==> src/rtl/gcd_pkg.sv <==
// gcd_pkg: shared data width, FSM encoding and default sizing for the GCD dispatcher
package gcd_pkg;
  localparam int DATA_W = 8;
  localparam int DEF_DEPTH = 4;
  localparam int DEF_TIMEOUT = 255;
  typedef enum logic [1:0] {IDLE, ISSUE, WAIT, HOLD} state_t;
endpackage

==> src/rtl/gcd_pair_fifo.sv <==
// gcd_pair_fifo: power-of-two circular buffer of operand pairs, push and pop may coincide even when full
module gcd_pair_fifo #(
  parameter int DEPTH = 4,
  parameter int W = 16
) (
  input  logic                       clk,
  input  logic                       rst_n,
  input  logic                       push,
  input  logic                       pop,
  input  logic [W-1:0]               din,
  output logic [W-1:0]               dout,
  output logic                       full,
  output logic                       empty,
  output logic [$clog2(DEPTH):0]     count
);
  localparam int AW = $clog2(DEPTH);
  logic [W-1:0] mem [DEPTH];
  logic [AW-1:0] wr_ptr, rd_ptr;
  logic [AW:0] fill;
  logic do_push, do_pop;
  assign do_pop = pop & ~empty;
  assign do_push = push & (~full | do_pop);
  assign full = fill == (AW+1)'(DEPTH);
  assign empty = fill == '0;
  assign dout = mem[rd_ptr];
  assign count = fill;
  // pointers and occupancy; a simultaneous push and pop leaves occupancy unchanged
  always_ff @(posedge clk or negedge rst_n)
    if (!rst_n) begin
      wr_ptr <= '0;
      rd_ptr <= '0;
      fill <= '0;
    end else begin
      if (do_push) wr_ptr <= wr_ptr + 1'b1;
      if (do_pop) rd_ptr <= rd_ptr + 1'b1;
      fill <= fill + (AW+1)'(do_push) - (AW+1)'(do_pop);
    end
  // storage needs no reset since only occupied slots are ever read
  always_ff @(posedge clk)
    if (do_push) mem[wr_ptr] <= din;
endmodule

==> src/rtl/gcd_dispatcher.sv <==
// gcd_dispatcher: queues operand pairs and feeds them one at a time to an external GCD engine with timeout
module gcd_dispatcher
  import gcd_pkg::*;
#(
  parameter int DEPTH = DEF_DEPTH,
  parameter int TIMEOUT = DEF_TIMEOUT
) (
  input  logic              clk,
  input  logic              rst_n,
  input  logic              in_valid,
  input  logic [DATA_W-1:0] in_a,
  input  logic [DATA_W-1:0] in_b,
  output logic              in_ready,
  output logic              gcd_start,
  output logic [DATA_W-1:0] gcd_a,
  output logic [DATA_W-1:0] gcd_b,
  input  logic              gcd_done,
  input  logic [DATA_W-1:0] gcd_y,
  input  logic              gcd_error,
  output logic              out_valid,
  output logic [DATA_W-1:0] out_y,
  output logic              out_error,
  output logic              out_timeout,
  input  logic              out_ready
);
  localparam int FW = $clog2(DEPTH) + 1;
  localparam int TW = $clog2(TIMEOUT + 2);
  state_t state, state_n;
  logic [TW-1:0] cnt, cnt_n;
  logic [FW-1:0] fill, fill_n;
  logic [2*DATA_W-1:0] head;
  logic push, pop, full, empty;
  logic ready_n, start_n, valid_n, err_n, to_n;
  logic [DATA_W-1:0] a_n, b_n, y_n;
  assign push = in_valid & in_ready & ~full;
  assign pop = (state == IDLE) & ~empty;
  assign fill_n = fill + FW'(push) - FW'(pop);
  assign ready_n = fill_n != FW'(DEPTH);
  gcd_pair_fifo #(.DEPTH(DEPTH), .W(2*DATA_W)) u_fifo (
    .clk(clk),
    .rst_n(rst_n),
    .push(push),
    .pop(pop),
    .din({in_a, in_b}),
    .dout(head),
    .full(full),
    .empty(empty),
    .count(fill)
  );
  // next state and next value of every registered output; the head is popped on the IDLE->ISSUE edge
  always_comb begin
    state_n = state;
    cnt_n = cnt;
    start_n = 1'b0;
    a_n = gcd_a;
    b_n = gcd_b;
    valid_n = out_valid;
    y_n = out_y;
    err_n = out_error;
    to_n = out_timeout;
    case (state)
      IDLE: if (!empty) begin
        state_n = ISSUE;
        start_n = 1'b1;
        a_n = head[2*DATA_W-1:DATA_W];
        b_n = head[DATA_W-1:0];
      end
      ISSUE: begin
        state_n = WAIT;
        cnt_n = '0;
      end
      WAIT: if (gcd_done) begin
        state_n = HOLD;
        valid_n = 1'b1;
        y_n = gcd_y;
        err_n = gcd_error;
        to_n = 1'b0;
      end else if (cnt == TW'(TIMEOUT)) begin
        state_n = HOLD;
        valid_n = 1'b1;
        y_n = '0;
        err_n = 1'b1;
        to_n = 1'b1;
      end else cnt_n = cnt + 1'b1;
      HOLD: if (out_ready) begin
        state_n = IDLE;
        valid_n = 1'b0;
      end
      default: state_n = IDLE;
    endcase
  end
  // state, counter and all outputs are registered; in_ready is held low while in reset
  always_ff @(posedge clk or negedge rst_n)
    if (!rst_n) begin
      state <= IDLE;
      cnt <= '0;
      in_ready <= 1'b0;
      gcd_start <= 1'b0;
      gcd_a <= '0;
      gcd_b <= '0;
      out_valid <= 1'b0;
      out_y <= '0;
      out_error <= 1'b0;
      out_timeout <= 1'b0;
    end else begin
      state <= state_n;
      cnt <= cnt_n;
      in_ready <= ready_n;
      gcd_start <= start_n;
      gcd_a <= a_n;
      gcd_b <= b_n;
      out_valid <= valid_n;
      out_y <= y_n;
      out_error <= err_n;
      out_timeout <= to_n;
    end
endmodule
==> config.mk <==
export PLATFORM = sky130hd
export DESIGN_NAME = gcd_dispatcher
export DESIGN_NICKNAME = d
export VERILOG_FILES = /design/src/rtl/gcd_pkg.sv /design/src/rtl/gcd_pair_fifo.sv /design/src/rtl/gcd_dispatcher.sv
export SDC_FILE = /design/constraint.sdc
export NUM_CORES = 1
export LEC_CHECK = 0
export ABC_AREA = 1
export BUFFER_PORTS_ARGS = -buffer_cell sky130_fd_sc_hd__buf_2
export CAP_MARGIN = 30
export CORE_MARGIN = 2
export CORE_UTILIZATION = 35
export CTS_CLUSTER_SIZE = 8
export DETAILED_ROUTE_END_ITERATION = 12
export GPL_TIMING_DRIVEN = 0
export PLACE_DENSITY = 0.59
export SKIP_LAST_GASP = 1
export SYNTH_ARGS = -nofsm -noshare
export SYNTH_HDL_FRONTEND = slang
export SYNTH_SLANG_ARGS = --single-unit
export TNS_END_PERCENT = 100
==> constraint.sdc <==
create_clock -name clk -period 2.1 [get_ports clk]
set_input_delay 0.42 -clock clk [delete_from_list [all_inputs] [get_ports clk]]
set_output_delay 0.42 -clock clk [all_outputs]
set_load 0.02 [all_outputs]
* Yosys cells after proc, flatten, opt, wreduce, memory -nomap -nowiden *
Memory sizes are Yosys's and may differ from the RTL's. A register that Yosys moved wholly into a read port is not among the register bits.
Index checks and enable logic that the tools add are counted.

word-level totals
  output and inout bits = 29
  bits in registers = 31
  memory bits (writable) = 64
  logic and storage cells = 69
  bits of input ports = 30
  memories kept = 1

cells by class
  multiplexer cells = 20
  add/subtract/negate cells = 7
  bitwise gates (word level) = 8
  reductions and logical operators = 11
  equal/unequal tests = 11

memories
  name        words  bits a word  rd ports  clocked after Yosys merged registers in  write ports  line                 source
  u_fifo.mem  4      16           1         1                                        1            gcd_pair_fifo.sv:17  logic [W-1:0] mem [DEPTH];

operators with widths
  operator                                              number
  2-to-1 mux 9 bit                                      2
  one-hot mux 9 bit (2 select lines)                    1
  2-to-1 mux 8 bit                                      2
  adder 9 x 1 -> 9 bit (second input constant)          1
  equality test 9 x 8 -> 1 bit (second input constant)  1
  2-to-1 mux 1 bit                                      9
  AND reduction 3 bit                                   3
  2-to-1 mux 2 bit                                      4
  != test 2 bit (second input constant)                 4
  one-hot mux 2 bit (4 select lines)                    1
  adder 3 x 1 -> 3 bit                                  2
  != test 3 bit (second input constant)                 2
  nonzero test 2 bit                                    3
  subtractor 3 x 1 -> 3 bit                             2
  AND 1 bit                                             5
  adder 2 x 1 -> 2 bit (second input constant)          2
  equality test 2 bit (second input constant)           2
  AND reduction 2 bit                                   2
  equality test 3 bit (second input constant)           1
  zero test 3 bit                                       1
  equality test 2 x 1 -> 1 bit (second input constant)  1
  zero test 2 bit                                       1
  NOT 1 bit                                             2
  one-hot mux 1 bit (2 select lines)                    1
  other kinds (2)                                       2

* Logic depth before layout (Yosys ltp) *
  depth in word-level cells = 8
  mapped depth = 13
  gate-level depth less buffers = 12

* Modules after synthesis *
Synthesis repeated with hierarchy kept, for this count alone.

unflattened totals
  cells, all modules = 429
  area total of the unflattened synthesis = 4,759.6 µm²

modules (own cells, without submodules)
  module          area an instance (µm²)  instances  cells each  sequential area each (µm²)
  gcd_pair_fifo   2,886.5                 1          225         2,097.0
  gcd_dispatcher  1,873.0                 1          204         1,001.0

* Worst setup path after synthesis *
OpenSTA, ideal clock, no wires.

  path type = register -> register
  start = register state[0]
  end = register in_ready
  period minus slack after synthesis = 2.177 ns
  data arrival time = 2.048 ns
  data required time = 1.970 ns
  library setup time = 0.130 ns
  setup slack = -0.077 ns
  cell stages (with the launch flop) = 12
  path buffers = 1
  cell sequence = dfrtp_1 > inv_1 > ha_1 > nand2_8 > inv_6 > buf_6 > ha_1 > inv_1 > ha_1 > inv_1 > fa_1 > nand4_1

on the way
  cells in the longest elaborated chain, start to end = 4

RTL lines
  what                       line                   source
  start: declaration         gcd_dispatcher.sv:28   state_t state, state_n;
  start signal: assignment   gcd_dispatcher.sv:106  state <= state_n;
  zero test 2 bit            gcd_dispatcher.sv:36   assign pop = (state == IDLE) & ~empty;
  AND 1 bit                  gcd_dispatcher.sv:36
  named net pop              gcd_dispatcher.sv:32   logic push, pop, full, empty;
  subtractor 3 x 1 -> 3 bit  gcd_dispatcher.sv:37   assign fill_n = fill + FW'(push) - FW'(pop);
  != test 3 bit              gcd_dispatcher.sv:38   assign ready_n = fill_n != FW'(DEPTH);
  named net ready_n          gcd_dispatcher.sv:33   logic ready_n, start_n, valid_n, err_n, to_n;
  end signal: assignment     gcd_dispatcher.sv:108  in_ready <= ready_n;
  end: declaration           gcd_dispatcher.sv:13   output logic in_ready,

The timed path passes the listed nets, and every way through them passes these cells.
A chain may end at the register's enable or synchronous reset.

* Final worst setup path *
  start = register state[0]
  end = register in_ready

on the way
  cells in the longest elaborated chain, start to end = 4

RTL lines
  what                       line
  zero test 2 bit            gcd_dispatcher.sv:36
  AND 1 bit                  gcd_dispatcher.sv:36
  subtractor 3 x 1 -> 3 bit  gcd_dispatcher.sv:37
  != test 3 bit              gcd_dispatcher.sv:38
  named net ready_n          gcd_dispatcher.sv:33

The timed path passes the listed nets, and every way through them passes these cells.

==> out/results.txt <==
Area after detailed placement - 5394 um2
Wire length of the first global-routing pass - 17.04 mm
Final Max Slew Viols - 0
Share of the synthesized area in compound gates (AO/OA/AOI/OAI) - 4.800%
Hpwl dp - 7.104 mm
Placed Cells - 690
Die Width - 121.1 um
Dominant cells by area after synthesis - sky130_fd_sc_hd__edfxtp_1, sky130_fd_sc_hd__dfrtp_1, sky130_fd_sc_hd__nand2_1, sky130_fd_sc_hd__nor2_1, sky130_fd_sc_hd__o21ai_1
Capture point of the worst reg-to-reg path - in_ready
Total Neg Setup Slack - 0 ps
Number of flops mapped to enable cells by yosys - 64
Clk slew on worst S/H paths - 80 ps
Hold Slack - 15.69 ps
Area added between synthesis and finish - 19.70%
Worst Path Max Fanout - 10
Number of DRC violations after detailed routing - 0
Number of storage elements in the synthesis netlist - 111
Number of clock sinks - 111
Critical-path top delay cell - sky130_fd_sc_hd__dfrtp_1
Buffers & Inverters on Critical Path - 4
Chain of cells forming the critical path - inv_2 > ha_4 > nand2_8 > inv_12 > ha_1 > inv_1 > ha_1 > inv_1 > fa_1 > nand3_1 > nand4_1
Number of endpoints failing setup at the final stage - 0
Filler Cells Inserted - 1290
Hold-fix buffers at CTS - 0
Count of antenna diodes in the layout - 0
Timing startpoint of the critical path - state[0]
Library cell used as clock root buffer - sky130_fd_sc_hd__clkbuf_16
Final weighted congestion of routability-driven global placement - 0.8331
Count of TritonRoute iterations in the first routing pass - 4
Status - finished, final reports clean
Final Hold Fails - 0
TritonCTS clock tree - yes
Yosys warns - 0
Pin count of the biggest net entering global routing - 31
Slew at the pin closest to its max-slew limit - 547.1 ps
Total via count in the routed design - 3247
Routed Wire Length - 10.29 mm
Max Clk Rate - 501.1 MHz
Final period util - 95.03%
Most instantiated cells after synthesis - sky130_fd_sc_hd__nand2_1, sky130_fd_sc_hd__nor2_1, sky130_fd_sc_hd__edfxtp_1
Die Footprint - 14650 um2
Worst EP required - 2340 ps
Adder-cell area share of the yosys netlist - 4.226%
Basic-gate share of the synthesized area counting and, or, nand and nor cells - 19.54%
Ratio of cells with drive above 1 in the final layout - 23.32%
Endpoint arrival time on the critical path - 2230 ps
Family with the most delay on the worst path - adder cells
Register-to-register setup slack - 100 ps
Clock insertion delay at the later pin of the skew report - 360 ps
Fraction of synthesized cell area taken by the top area cell type - 40.07%
I/O Buffers - 58
Detailed-route vias per instance - 4.560
Synthesized netlist net count - 497
Post-synthesis instance total - 452
Sort of element at the end of the critical path - flop
Post-synth cell types - 30
Reported leakage power - 2.591 nW
Vias in the first global route - 3356
Total Nets Final - 576
Remaining number of nets flagged by the antenna check after routing - 0
Startpoint types - flop
Detailed-route wire length per cell - 14.45 um
Final instance area - 5741 um2
Number of standard-cell rows in the floorplan - 42
Most instantiated library cell after synthesis - sky130_fd_sc_hd__nand2_1
Initial antenna violation count - 0
Share of synthesized area occupied by flip-flops and latches - 64.60%
Core region area - 13300 um2
Hold/Removal Path Class - in -> async
Post-layout min period - 1996 ps
Final standard cell count with taps included and fillers excluded - 712
Areal power density over the cells - 1493 nW/um2
Violation count after the first detailed-routing iteration - 196
Delay contributed by the slowest stage of the critical path - 380 ps
Share of async-settable or async-resettable flops after synthesis - 42.34%
Total clock buffers created by CTS - 9
Dominant combinational cell family by area after synthesis - simple AND/OR/NAND/NOR gates
Total I/O pin count - 59
Depth of the worst register-to-register path - 11
VDD IR max - 803.1 uV
Area leader, netlist - sky130_fd_sc_hd__edfxtp_1
Worst R2R Start - state[0]
Synth Flop Type - sky130_fd_sc_hd__edfxtp_1
Die boundary height - 121.1 um
Critical path start-end classification - reg -> reg
GRT Residual Overflow - 0
Netlist Area Pre-Place - 4796 um2
Clock Skews - 9.126 ps
Synth Area in XOR/XNOR - 0.5479%
Number of H-tree levels - 3
Count of max-cap constraint violations - 0
Total routing resource utilization after global routing - 15.34%
Multiplexer fraction of the synthesized cell area - 0%
Max clock buf depth - 2
End-of-flow core utilization - 43.18%
Slew Limit Headroom - 63.44%
Initial cell density of the core - 36.07%
Mapped Avg Cell Area - 10.61 um2
-- state kept, by name, summed over array words and instances, names as in the netlist --
name           flops
gcd_a              8
out_timeout        1
u_fifo.rd_ptr      2
in_ready           1
gcd_start          1
cnt                9
gcd_b              8
u_fifo.mem        64
out_y              8
state              2
u_fifo.count       3
out_valid          1
u_fifo.wr_ptr      2
out_error          1
-- area by class of cell --
cell class | count | area [um2] | share of cell area, %
Sequential cell | 111 | 3098 | 53.97
Multi-Input combinational cell | 290 | 1424 | 24.80
Timing Repair Buffer | 69 | 407.9 | 7.105
Clock buffer | 9 | 225.2 | 3.923
Tap cell | 176 | 220.2 | 3.836
Inverter | 36 | 155.1 | 2.703
Buffer | 14 | 142.6 | 2.485
Clock inverter | 7 | 67.56 | 1.177
-- cell families (layout without fill, tap and decap cells) --
group | after synthesis | in the layout
fa+ha+maj | 15 | 15
compound gates | 45 | 45
flops | 111 | 111
simple gates | 227 | 227
buf+inv | 51 | 135
xor+xnor | 3 | 3
-- report_power, final --
part | internal, mW | switching [mW] | total, mW
Combinational | 1.35 | 2.31 | 3.66
Sequential | 2.95 | 0.277 | 3.23
Clock | 0.835 | 0.842 | 1.68
-- metal layers --
layer	up-vias	global-route usage [%]	routed length, um
met2	63	26.93	5095
li1	1637	-	-
met3	10	3.759	406
met4	0	4.651	137
met1	1537	18.56	4648
met5	-	0	0
-- repair_timing --
action,in CTS,in global routing
pin swaps,0,1
gates resized for setup,5,2
buffers inserted,3,4
setup endpoints to repair,3,2
-- cell usage in the layout, fill, tap and decap left out --
| cell | instances |
|---|---|
| sky130_fd_sc_hd__nand2_1 | 118 |
| sky130_fd_sc_hd__nor2_1 | 75 |
| sky130_fd_sc_hd__edfxtp_1 | 64 |
| sky130_fd_sc_hd__buf_2 | 58 |
| sky130_fd_sc_hd__dfrtp_1 | 47 |
| sky130_fd_sc_hd__o21ai_1 | 35 |
| sky130_fd_sc_hd__inv_1 | 23 |
| sky130_fd_sc_hd__nand3_1 | 18 |
| sky130_fd_sc_hd__buf_4 | 12 |
| sky130_fd_sc_hd__ha_1 | 12 |
| sky130_fd_sc_hd__inv_2 | 10 |
| sky130_fd_sc_hd__clkbuf_16 | 9 |
| sky130_fd_sc_hd__buf_6 | 8 |
| sky130_fd_sc_hd__nor2_2 | 5 |
| sky130_fd_sc_hd__o21ai_0 | 5 |
| sky130_fd_sc_hd__buf_8 | 4 |
| sky130_fd_sc_hd__nand4_1 | 3 |
| sky130_fd_sc_hd__xor2_1 | 3 |
| sky130_fd_sc_hd__a21oi_1 | 2 |
| sky130_fd_sc_hd__inv_6 | 2 |
| sky130_fd_sc_hd__fa_1 | 2 |
| sky130_fd_sc_hd__clkinvlp_4 | 2 |
| sky130_fd_sc_hd__inv_8 | 2 |
| sky130_fd_sc_hd__nor3_1 | 1 |
| sky130_fd_sc_hd__nand3_2 | 1 |
| sky130_fd_sc_hd__nor2_4 | 1 |
| sky130_fd_sc_hd__nand2_2 | 1 |
| sky130_fd_sc_hd__nand2_4 | 1 |
| sky130_fd_sc_hd__or2_2 | 1 |
| sky130_fd_sc_hd__nand3_4 | 1 |
| sky130_fd_sc_hd__nand2_8 | 1 |
| sky130_fd_sc_hd__inv_12 | 1 |
| sky130_fd_sc_hd__inv_4 | 1 |
| sky130_fd_sc_hd__o22ai_1 | 1 |
| sky130_fd_sc_hd__a21boi_0 | 1 |
| sky130_fd_sc_hd__a31oi_1 | 1 |
| sky130_fd_sc_hd__ha_4 | 1 |
| sky130_fd_sc_hd__clkinv_2 | 1 |
| sky130_fd_sc_hd__clkinv_8 | 1 |
| sky130_fd_sc_hd__buf_12 | 1 |
-- worst max-delay path by stage --
stage	depth (start not counted)	to
2_1_floorplan	11	in_ready
3_3_place_gp	4	u_fifo.mem[1][15]
3_5_place_dp	11	in_ready
4_1_cts	10	in_ready
5_1_grt	10	in_ready
6_report	11	in_ready
-- stage by stage --
step	worst slack, ps	power (mW)
global route	-1.690	9.262
CTS	-2.939	8.647
finish	104.4	8.570
detailed placement	-190.5	6.889
floorplan	10.91	5.752
global placement	-413.0	6.691
No activity file was read; power rests on OpenSTA's default activity.
